## src/rtl/div_share_arbiter.sv

```systemverilog
// -----------------------------------------------------------------------------
// div_share_arbiter
//
// Shares a single pipelined 20/10-bit divider core among NREQ requesters.
// A round-robin arbiter picks at most one requester per clock and registers
// its operands toward the core. A tag pipeline of LATENCY stages follows each
// operation through the core, so the quotient can be returned to the
// requester that issued it. Divide-by-zero operations still go through the
// core; their result is forced to all ones and flagged.
//
// Optional build macro:
//   DIV_SHARE_ARBITER_PRIO0_EN - requester 0 gets strict priority over the
//                                others; the round-robin pointer is frozen
//                                while requester 0 is being served.
//
// Parameters:
//   NREQ    - number of requesters (2..8)
//   LATENCY - divider core latency in clocks (>= 2)
//   IDW     - tag id width, 2**IDW >= NREQ
//
// Ports:
//   clk           in   system clock
//   rst_n         in   asynchronous active-low reset
//   req           in   per-requester request level, held until granted
//   req_dividend  in   packed dividends, requester i at [20i+19:20i]
//   req_divisor   in   packed divisors,  requester i at [10i+9:10i]
//   grant         out  one-hot grant for the current cycle; operands are
//                      captured on the following clock edge
//   div_dividend  out  dividend toward the divider core
//   div_divisor   out  divisor toward the divider core
//   div_quotient  in   quotient from the divider core
//   res_valid     out  one-hot, one-cycle result strobe
//   res_quotient  out  shared result bus, valid while any res_valid is high
//   res_dbz       out  divide-by-zero flag of the current result
//   outstanding   out  number of operations in flight (0..LATENCY+1)
// -----------------------------------------------------------------------------
module div_share_arbiter #(
  parameter int NREQ    = 4,
  parameter int LATENCY = 24,
  parameter int IDW     = 3
) (
  input  logic                 clk,
  input  logic                 rst_n,
  input  logic [NREQ-1:0]      req,
  input  logic [20*NREQ-1:0]   req_dividend,
  input  logic [10*NREQ-1:0]   req_divisor,
  output logic [NREQ-1:0]      grant,
  output logic [19:0]          div_dividend,
  output logic [9:0]           div_divisor,
  input  logic [19:0]          div_quotient,
  output logic [NREQ-1:0]      res_valid,
  output logic [19:0]          res_quotient,
  output logic                 res_dbz,
  output logic [4:0]           outstanding
);

  // ---------------------------------------------------------------------------
  // Arbitration
  // ---------------------------------------------------------------------------
  logic [IDW-1:0] rr_ptr;
  logic [IDW-1:0] ptr_next;

  logic           hi_found;
  logic [IDW-1:0] hi_id;
  logic           lo_found;
  logic [IDW-1:0] lo_id;

  logic           win_found;
  logic [IDW-1:0] win_id;
  logic [19:0]    win_dividend;
  logic [9:0]     win_divisor;

  // Two lowest-index searches: one restricted to indices at or above the
  // pointer, one over all requesters. If nothing sits at or above the pointer
  // the search wraps, and the lowest requesting index overall is the winner.
  always_comb begin
    hi_found = 1'b0;
    hi_id    = '0;
    lo_found = 1'b0;
    lo_id    = '0;
    for (int i = NREQ - 1; i >= 0; i--) begin
      if (req[i]) begin
        lo_found = 1'b1;
        lo_id    = IDW'(i);
        if (i >= int'(rr_ptr)) begin
          hi_found = 1'b1;
          hi_id    = IDW'(i);
        end
      end
    end
  end

  always_comb begin
    win_found = hi_found | lo_found;
    win_id    = hi_found ? hi_id : lo_id;
`ifdef DIV_SHARE_ARBITER_PRIO0_EN
    if (req[0]) begin
      win_found = 1'b1;
      win_id    = '0;
    end
`endif
  end

  // Pointer advances past the winner with wrap; it holds when idle. In the
  // priority build it also holds while requester 0 is taking the slot, so the
  // others resume their rotation where they left off.
  always_comb begin
    ptr_next = rr_ptr;
    if (win_found) begin
      if (win_id == IDW'(NREQ - 1)) begin
        ptr_next = '0;
      end else begin
        ptr_next = win_id + IDW'(1);
      end
    end
`ifdef DIV_SHARE_ARBITER_PRIO0_EN
    if (req[0]) begin
      ptr_next = rr_ptr;
    end
`endif
  end

  always_comb begin
    win_dividend = '0;
    win_divisor  = '0;
    for (int i = 0; i < NREQ; i++) begin
      if (win_id == IDW'(i)) begin
        win_dividend = req_dividend[20*i +: 20];
        win_divisor  = req_divisor[10*i +: 10];
      end
    end
  end

  // Grant is a decode of the winner so the requester sees it in the same
  // cycle its operands are captured; it is forced low during reset.
  always_comb begin
    grant = '0;
    for (int i = 0; i < NREQ; i++) begin
      grant[i] = rst_n & win_found & (win_id == IDW'(i));
    end
  end

  // ---------------------------------------------------------------------------
  // Issue: capture the winner's operands toward the core
  // ---------------------------------------------------------------------------
  always_ff @(posedge clk or negedge rst_n) begin
    if (!rst_n) begin
      rr_ptr       <= '0;
      div_dividend <= '0;
      div_divisor  <= '0;
    end else begin
      rr_ptr <= ptr_next;
      if (win_found) begin
        div_dividend <= win_dividend;
        div_divisor  <= win_divisor;
      end
    end
  end

  // ---------------------------------------------------------------------------
  // Tag pipeline: stage k holds the operation issued k+1 edges ago, so the
  // last stage lines up with the quotient coming out of the core.
  // ---------------------------------------------------------------------------
  logic [LATENCY-1:0] tag_valid;
  logic [LATENCY-1:0] tag_dbz;
  logic [IDW-1:0]     tag_id [LATENCY];

  always_ff @(posedge clk or negedge rst_n) begin
    if (!rst_n) begin
      tag_valid <= '0;
      tag_dbz   <= '0;
      for (int i = 0; i < LATENCY; i++) begin
        tag_id[i] <= '0;
      end
    end else begin
      tag_valid <= {tag_valid[LATENCY-2:0], win_found};
      tag_dbz   <= {tag_dbz[LATENCY-2:0], win_found && (win_divisor == 10'd0)};
      tag_id[0] <= win_id;
      for (int i = 1; i < LATENCY; i++) begin
        tag_id[i] <= tag_id[i-1];
      end
    end
  end

  // ---------------------------------------------------------------------------
  // Result return
  // ---------------------------------------------------------------------------
  logic           head_valid;
  logic           head_dbz;
  logic [IDW-1:0] head_id;

  assign head_valid = tag_valid[LATENCY-1];
  assign head_dbz   = tag_dbz[LATENCY-1];
  assign head_id    = tag_id[LATENCY-1];

  // The core's output is meaningless for a zero divisor, so it is replaced by
  // all ones. With no valid head the result bus keeps its last value.
  always_ff @(posedge clk or negedge rst_n) begin
    if (!rst_n) begin
      res_valid    <= '0;
      res_quotient <= '0;
      res_dbz      <= 1'b0;
    end else begin
      for (int i = 0; i < NREQ; i++) begin
        res_valid[i] <= head_valid && (head_id == IDW'(i));
      end
      res_dbz <= head_valid & head_dbz;
      if (head_valid) begin
        res_quotient <= head_dbz ? 20'hFFFFF : div_quotient;
      end
    end
  end

  // ---------------------------------------------------------------------------
  // In-flight counter: an operation counts from its grant edge until the edge
  // that ends its result strobe, hence the LATENCY+1 maximum.
  // ---------------------------------------------------------------------------
  logic done_any;

  assign done_any = |res_valid;

  always_ff @(posedge clk or negedge rst_n) begin
    if (!rst_n) begin
      outstanding <= '0;
    end else begin
      case ({win_found, done_any})
        2'b10:   outstanding <= outstanding + 5'd1;
        2'b01:   outstanding <= outstanding - 5'd1;
        default: outstanding <= outstanding;
      endcase
    end
  end

endmodule
```

## config.mk

```make
export PLATFORM = sky130hd
export DESIGN_NAME = div_share_arbiter
export DESIGN_NICKNAME = d
export VERILOG_FILES = /design/src/rtl/div_share_arbiter.sv
export SDC_FILE = /design/constraint.sdc
export NUM_CORES = 1
export LEC_CHECK = 0
export CAP_MARGIN = 20
export CELL_PAD_IN_SITES_DETAIL_PLACEMENT = 1
export CELL_PAD_IN_SITES_GLOBAL_PLACEMENT = 2
export CORE_AREA = 5 5 145 147
export CTS_BUF_LIST = sky130_fd_sc_hd__clkbuf_8
export CTS_CLUSTER_SIZE = 14
export DETAILED_ROUTE_END_ITERATION = 8
export DIE_AREA = 0 0 150 152
export PLACE_DENSITY = 0.92
export RECOVER_POWER = 25
export SLEW_MARGIN = 10
export SYNTH_ARGS = -nofsm -noshare
export SYNTH_HDL_FRONTEND = slang
export SYNTH_SLANG_ARGS = --single-unit
export TNS_END_PERCENT = 20
```

## constraint.sdc

```tcl
create_clock -name clk -period 4.8 [get_ports clk]
set_clock_uncertainty 0.1 [all_clocks]
set_input_delay 0.72 -clock clk [delete_from_list [all_inputs] [get_ports clk]]
set_output_delay 0.72 -clock clk [all_outputs]
set_load 0.01 [all_outputs]
```

==> impl_metrics.py, run 1 <==
metrics = {
    "finish": {
        "nets": 886,
        "n_fill_cell": 2178,
        "n_antenna_cell": 0,
        "post-route-util_pct": 44.2,
        "fin_area_sq_um": 8750,
        "drive_gt1_share_pct": 6.85,
        "multiInputGateArea_sq_um": 1830,
        "layout.cells.non_filler": 1014,
        "seq_area_sq_um": 3950,
        "areaGrowthSynthToFinish_pct": 46.6,
    },
    "clocking": {
        "cts_tree": "built",
        "post_cts_buffers": 0,
        "ctsResizeCount": 0,
        "ctsHtreeMaxLevel": 4,
        "path_clk_slew_ns": 0.08,
        "cts_root_buf": "clkbuf_8",
        "cts_sinks": 158,
        "ctsHoldBuffers": 0,
        "numCtsBuffers": 17,
        "clock_latency_ns": 0.44,
        "clk_path_buf_depth": 2,
    },
    "grt": {
        "grt_usage_pct": 15.9,
        "antenna_found_initial": 0,
        "grt_max_degree": 90,
        "grt_pass1_wl_mm": 27.8,
        "grt_pass1_vias": 5115,
        "globalRouteOverflowTotal": 0,
    },
    "synthesis": {
        "synth_area_leaders": "dfrtp_1 (66%), a21oi_1 (7.1%), nand2_1 (4.2%), nand3b_1 (3.4%), nor2_1 (2.8%)",
        "ys.flop_type": "dfrtp_1",
        "synthSimpleGateAreaFrac_pct": 13.1,
        "ys_top_cells_by_count": "dfrtp_1 (158), a21oi_1 (85), nand2_1 (66), nor2_1 (44), nand3b_1 (27)",
        "async_reset_ff_share_pct": 100,
        "synth_seq_area_share_pct": 66.2,
        "avgSynthCellArea_sq_um": 11.3,
        "synth_area_leader_cell": "dfrtp_1",
        "yosysWarningCount": 0,
        "synth-edff-count": 0,
        "syn_nets": 684,
        "synth.area.mux_share_pct": 0,
        "synth_compound_area_share_pct": 15.0,
        "synth.cell_area_sq_um": 5970,
        "ys_seq_elements": 158,
        "synthMostInstantiatedCell": "dfrtp_1",
        "synth_xor_area_share_pct": 0.587,
        "synth_cells": 529,
        "yosysTopAreaCellShare_pct": 66.2,
        "synthDistinctLibCells": 37,
        "synthAdderAreaFrac_pct": 2.01,
        "synth_top_family_by_area": "compound AO/OA/AOI/OAI gates",
    },
    "critical_path": {
        "crit_fanout": 5,
        "critPathCaptureType": "primary output",
        "r2r_slack_ns": 1.56,
        "critPathKind": "input pin to primary output",
        "arrival_ns": 3.33,
        "r2r_cells": 11,
        "r2r_end": "tag_dbz[0]",
        "required_ns": 3.98,
        "timing.rr.start": "rr_ptr[0]",
        "start_kind": "input pin",
    },
    "routing": {
        "num_vias": 4660,
        "vias_per_cell": 4.60,
        "drc": 0,
        "firstDrtPassIters": 4,
        "dr.first_iter.drc_count": 140,
        "wl_per_cell_um": 17.6,
        "finalWirelength_mm": 17.9,
        "ant_nets": 0,
    },
    "timing": {
        "relSlewSlack_pct": -39.3,
        "hold_viol_final": 0,
        "fin_tns_setup_ns": 0,
        "worst_pin_slew_ns": 2.09,
        "period_share_pct": 86.6,
        "rsz0062_at_grt": "false",
        "slew_violations": 90,
        "fin_crit_ns": 4.15,
        "finalSetupViolCount": 0,
        "fmax_mhz": 241,
    },
    "worst_hold_path": {
        "hp-class": "register to register",
        "holdPathStages": 0,
        "hold_path_startpoint": "tag_id[48]",
        "hold_path_end": "tag_id[45]",
    },
    "placement": {
        "io_buffer_count": 209,
        "gp_congestion": 0.806,
        "placedCellCount": 982,
        "dp_hpwl_mm": 13.5,
        "dpl_cell_area_sq_um": 8320,
    },
    "floorplanning": {
        "core_sq_um": 19800,
        "pin_count": 210,
        "fp.dieW_um": 150,
        "rows": 52,
        "die_y_um": 152,
        "initial_utilization_pct": 30.2,
        "die_area_sq_um": 22800,
    },
    "pwr": {
        "powerDensity_nw_per_um2": 508,
        "peakVddDrop_uv": 251,
        "p_leak_nw": 3.63,
    },
    "run": {
        "cap_violations": 1,
    },
    "run_status": {
        "status": "complete, but fails checks",
        "violations": "max-capacitance violations, max-slew violations",
    },
}
[final cells by class]
| class | instances | area share, % |
|---|---|---|
| inverter | 11 | 0.472 |
| tap | 270 | 3.86 |
| multi-input combinational | 326 | 21.0 |
| timing repair buffer | 217 | 24.5 |
| sequential | 158 | 45.2 |
| clock inverter | 12 | 1.82 |
| clock buffer | 20 | 3.15 |
[flip-flops by register name, indices dropped and copies added (netlist names)]
| register | count |
|---|---|
| rr_ptr | 2 |
| tag_id | 46 |
| res_dbz | 1 |
| outstanding | 5 |
| div_dividend | 20 |
| res_valid | 4 |
| res_quotient | 20 |
| div_divisor | 10 |
| head_id | 2 |
| tag_valid | 24 |
| tag_dbz | 24 |
[logic make-up (layout without fill, tap and decap cells)]
family	Yosys count	count (layout)
AOI/OAI and AO/OA	156	156
xor gates and xnor gates	4	4
adders and majority gates	9	9
buffers and inverters	45	260
DFF	158	158
and+or+nand+nor	157	157
[cell usage in the layout, fill, tap and decap left out, types with 7 or more instances in the layout]
master and count:
a21oi_1 85, a31oi_1 7, buf_4 8, clkbuf_8 20, clkdlybuf4s50_1 208, dfrtp_1 158, inv_1 10, nand2_1 66
nand3b_1 27, nor2_1 44, o21a_1 20, o21ai_1 25
[per-layer routing]
| metal | vias up | part of all wire, % | GRT usage [%] |
|---|---|---|---|
| li1 | 2204 | - | - |
| met1 | 2253 | 37 | 16.8 |
| met2 | 181 | 50 | 27.6 |
| met3 | 22 | 11 | 7.69 |
| met4 | 0 | 1.8 | 5.45 |
| met5 | - | 0 | 0 |
[worst max-delay path, cell delays in order]
cell and delay, ns:
clkdlybuf4s50_1 0.50, nor2b_1 0.19, a21oi_1 0.12, o22ai_1 0.10, a21oi_1 0.50, inv_1 0.18, ha_1 0.34, and3_1 0.18
clkdlybuf4s50_1 0.51
[report_power, final]
group          internal (mW)  switching, mW  leakage [nW]
Sequential              1.68          0.167          1.88
Clock                  0.560          0.496         0.216
Combinational          0.765          0.776          1.54
[worst max-delay path by stage]
stage	startpoint	slack (ns)	cells past startpoint	to
after global routing	rst_n	0.37	3	grant[3]
after floorplan	req[3]	1.65	10	outstanding[4]
after detailed placement	req[0]	0.58	12	tag_dbz[0]
final	req[0]	0.65	9	grant[2]
after CTS	req[0]	0.61	9	grant[2]
after global placement	req[1]	0.70	12	tag_dbz[0]
[per-stage QoR]
step	hold WS, ns	power, mW	setup WS [ns]
finish	0.248	4.44	0.645
global route	0.257	4.75	0.366
CTS	0.236	4.53	0.614
detailed placement	0.236	3.45	0.581
global placement	0.232	3.39	0.699
floorplan	0.231	2.65	1.65
Note: power is estimated with default switching activity, not from simulation.
==> run 2: changes to the inputs <==
--- a/config.mk
+++ b/config.mk
@@ -5,11 +5,11 @@
 export SDC_FILE = /design/constraint.sdc
 export NUM_CORES = 1
 export LEC_CHECK = 0
-export CAP_MARGIN = 20
 export CELL_PAD_IN_SITES_DETAIL_PLACEMENT = 1
 export CELL_PAD_IN_SITES_GLOBAL_PLACEMENT = 2
 export CORE_AREA = 5 5 145 147
 export CTS_BUF_LIST = sky130_fd_sc_hd__clkbuf_8
+export CTS_CLUSTER_DIAMETER = 60
 export CTS_CLUSTER_SIZE = 14
 export DETAILED_ROUTE_END_ITERATION = 8
 export DIE_AREA = 0 0 150 152
==> results of run 2 <==
The final DEF is identical to that of run 1; final timing and power are the same.
==> run 3: changes to the inputs <==
--- a/config.mk
+++ b/config.mk
@@ -7,13 +7,13 @@
 export LEC_CHECK = 0
 export CELL_PAD_IN_SITES_DETAIL_PLACEMENT = 1
 export CELL_PAD_IN_SITES_GLOBAL_PLACEMENT = 2
-export CORE_AREA = 5 5 145 147
+export CORE_AREA = 5 5 150 152
 export CTS_BUF_LIST = sky130_fd_sc_hd__clkbuf_8
 export CTS_CLUSTER_DIAMETER = 60
 export CTS_CLUSTER_SIZE = 14
 export DETAILED_ROUTE_END_ITERATION = 8
-export DIE_AREA = 0 0 150 152
-export PLACE_DENSITY = 0.92
+export DIE_AREA = 0 0 155 157
+export PLACE_DENSITY = 0.87
 export RECOVER_POWER = 25
 export SLEW_MARGIN = 10
 export SYNTH_ARGS = -nofsm -noshare
==> constraint.sdc (replaced) <==
create_clock -name clk -period 4.5 [get_ports clk]
set_clock_uncertainty 0.1 [all_clocks]
set_input_delay 0.675 -clock clk [delete_from_list [all_inputs] [get_ports clk]]
set_output_delay 0.675 -clock clk [all_outputs]
set_load 0.01 [all_outputs]
==> impl_metrics.py, run 3 (same netlist as run 1, synthesis figures left out) <==
metrics = {
    "critical_path": {
        "critPathKind": "input pin to primary output",
        "crit_fanout": 6,
        "arrival_ns": 3.23,
        "required_ns": 3.72,
        "critPathCaptureType": "primary output",
        "start_kind": "input pin",
    },
    "grt": {
        "grt_usage_pct": 15.3,
        "grt_pass1_wl_mm": 28.3,
        "grt_max_degree": 87,
        "antenna_found_initial": 2,
        "grt_pass1_vias": 5026,
        "globalRouteOverflowTotal": 0,
    },
    "routing": {
        "finalWirelength_mm": 18.3,
        "firstDrtPassIters": 4,
        "drc": 0,
        "dr.first_iter.drc_count": 192,
        "num_vias": 4670,
        "ant_nets": 0,
        "vias_per_cell": 4.57,
        "wl_per_cell_um": 17.9,
    },
    "timing": {
        "worst_pin_slew_ns": 1.41,
        "fmax_mhz": 250,
        "fin_crit_ns": 4.01,
        "hold_viol_final": 0,
        "fin_tns_setup_ns": 0,
        "rsz0062_at_grt": "false",
        "finalSetupViolCount": 0,
        "relSlewSlack_pct": 5.71,
        "period_share_pct": 89.1,
        "slew_violations": 0,
    },
    "clocking": {
        "ctsResizeCount": 0,
        "cts_tree": "built",
        "clock_latency_ns": 0.44,
        "numCtsBuffers": 17,
        "ctsHtreeMaxLevel": 4,
        "path_clk_slew_ns": 0.09,
        "clk_path_buf_depth": 2,
        "post_cts_buffers": 0,
        "cts_root_buf": "clkbuf_8",
        "ctsHoldBuffers": 1,
        "cts_sinks": 158,
    },
    "finish": {
        "top_register": "tag_id",
        "largest_reg_flops": 46,
        "mostFrequentLayoutCells": "clkdlybuf4s50_1 (208), dfrtp_1 (158), a21oi_1 (85)",
        "areaGrowthSynthToFinish_pct": 46.3,
        "drive_gt1_share_pct": 6.83,
        "nets": 890,
        "layout.cells.non_filler": 1022,
        "top_regs": "tag_id: 46 flops, tag_dbz: 24 flops, tag_valid: 24 flops",
        "n_antenna_cell": 0,
        "layout_commonest_cell": "clkdlybuf4s50_1",
    },
    "placement": {
        "io_buffer_count": 209,
        "gp_congestion": 0.757,
        "placedCellCount": 990,
        "dp_hpwl_mm": 14.2,
    },
    "run_status": {
        "status": "finished, final reports clean",
    },
    "floorplanning": {
        "rows": 53,
        "die_area_sq_um": 24300,
        "fp.dieW_um": 155,
        "core_sq_um": 20900,
        "die_y_um": 157,
        "pin_count": 210,
        "initial_utilization_pct": 28.6,
    },
    "run": {
        "cap_violations": 0,
    },
    "pwr": {
        "peakVddDrop_uv": 221,
        "p_leak_nw": 3.61,
        "powerDensity_nw_per_um2": 530,
    },
    "worst_hold_path": {
        "hp-class": "register to register",
    },
}
-- run 3: cell types whose count changed in the layout (fill, tap and decap cells not counted), sizes merged, moves of 2 or more --
| cell | previous run | this run |
|---|---|---|
| bufinv | 3 | 1 |
| clkbuf | 21 | 19 |
| buf | 8 | 11 |
| inv | 13 | 15 |
| clkinvlp | 2 | 4 |
-- run 3: worst paths after layout --
| path | from | endpoint | slack, ns | depth (start not counted) |
|---|---|---|---|---|
| worst min register to register | tag_valid[19] | tag_valid[20] | 0.25 | 0 |
| min in group asynchronous | rst_n | div_dividend[10] | 1.03 | 2 |
| worst max-delay path | req[0] | grant[3] | 0.49 | 8 |
| worst min-delay path | tag_valid[19] | tag_valid[20] | 0.25 | 0 |
| worst max register to register | rr_ptr[0] | tag_dbz[0] | 1.43 | 10 |
| max in group asynchronous | rst_n | res_dbz | 0.90 | 4 |
-- run 3: per-stage QoR --
step           worst slack [ns]  cell area [sq um]  power (mW)  utilization [%]  hold slack (ns)
2_1_floorplan              1.39               5970        2.83                -            0.231
3_3_place_gp              0.541               8350        3.64             40.0            0.233
3_5_place_dp              0.491               8350        3.69             40.0            0.236
4_1_cts                   0.467               8740        4.72             41.8            0.255
5_1_grt                   0.231               8730        4.96             41.8            0.260
6_report                  0.492               8730        4.62             41.8            0.251
-- run 3: worst max-delay path, cell delays in order --
cell and delay [ns]:
clkdlybuf4s50_1 0.49, nor2b_1 0.19, a21oi_1 0.12, o22ai_1 0.09, a21oi_1 0.48, ha_1 0.41
and3_1 0.20, clkdlybuf4s50_1 0.56
-- run 3: power by group --
group	internal, mW	switching, mW
registers	1.79	0.185
clock network	0.462	0.541
logic	0.820	0.830
-- run 3: metal layers --
layer	track usage, %	wire length [um]	up-vias
li1	-	-	2219
met1	16.9	7210	2245
met2	26.3	8920	186
met3	7.81	2040	16
met4	3.49	125	4
met5	0	25	-
-- run 3: area by class of cell --
type / instances / area, sq um
multi-input cells: 326 / 1830
fillers: 2310 / 12200
well taps: 275 / 344
repair buffers: 221 / 2180
clock buffers: 18 / 248
inverters: 11 / 41.3
flip-flops and latches: 158 / 3950
clock inverters: 13 / 134
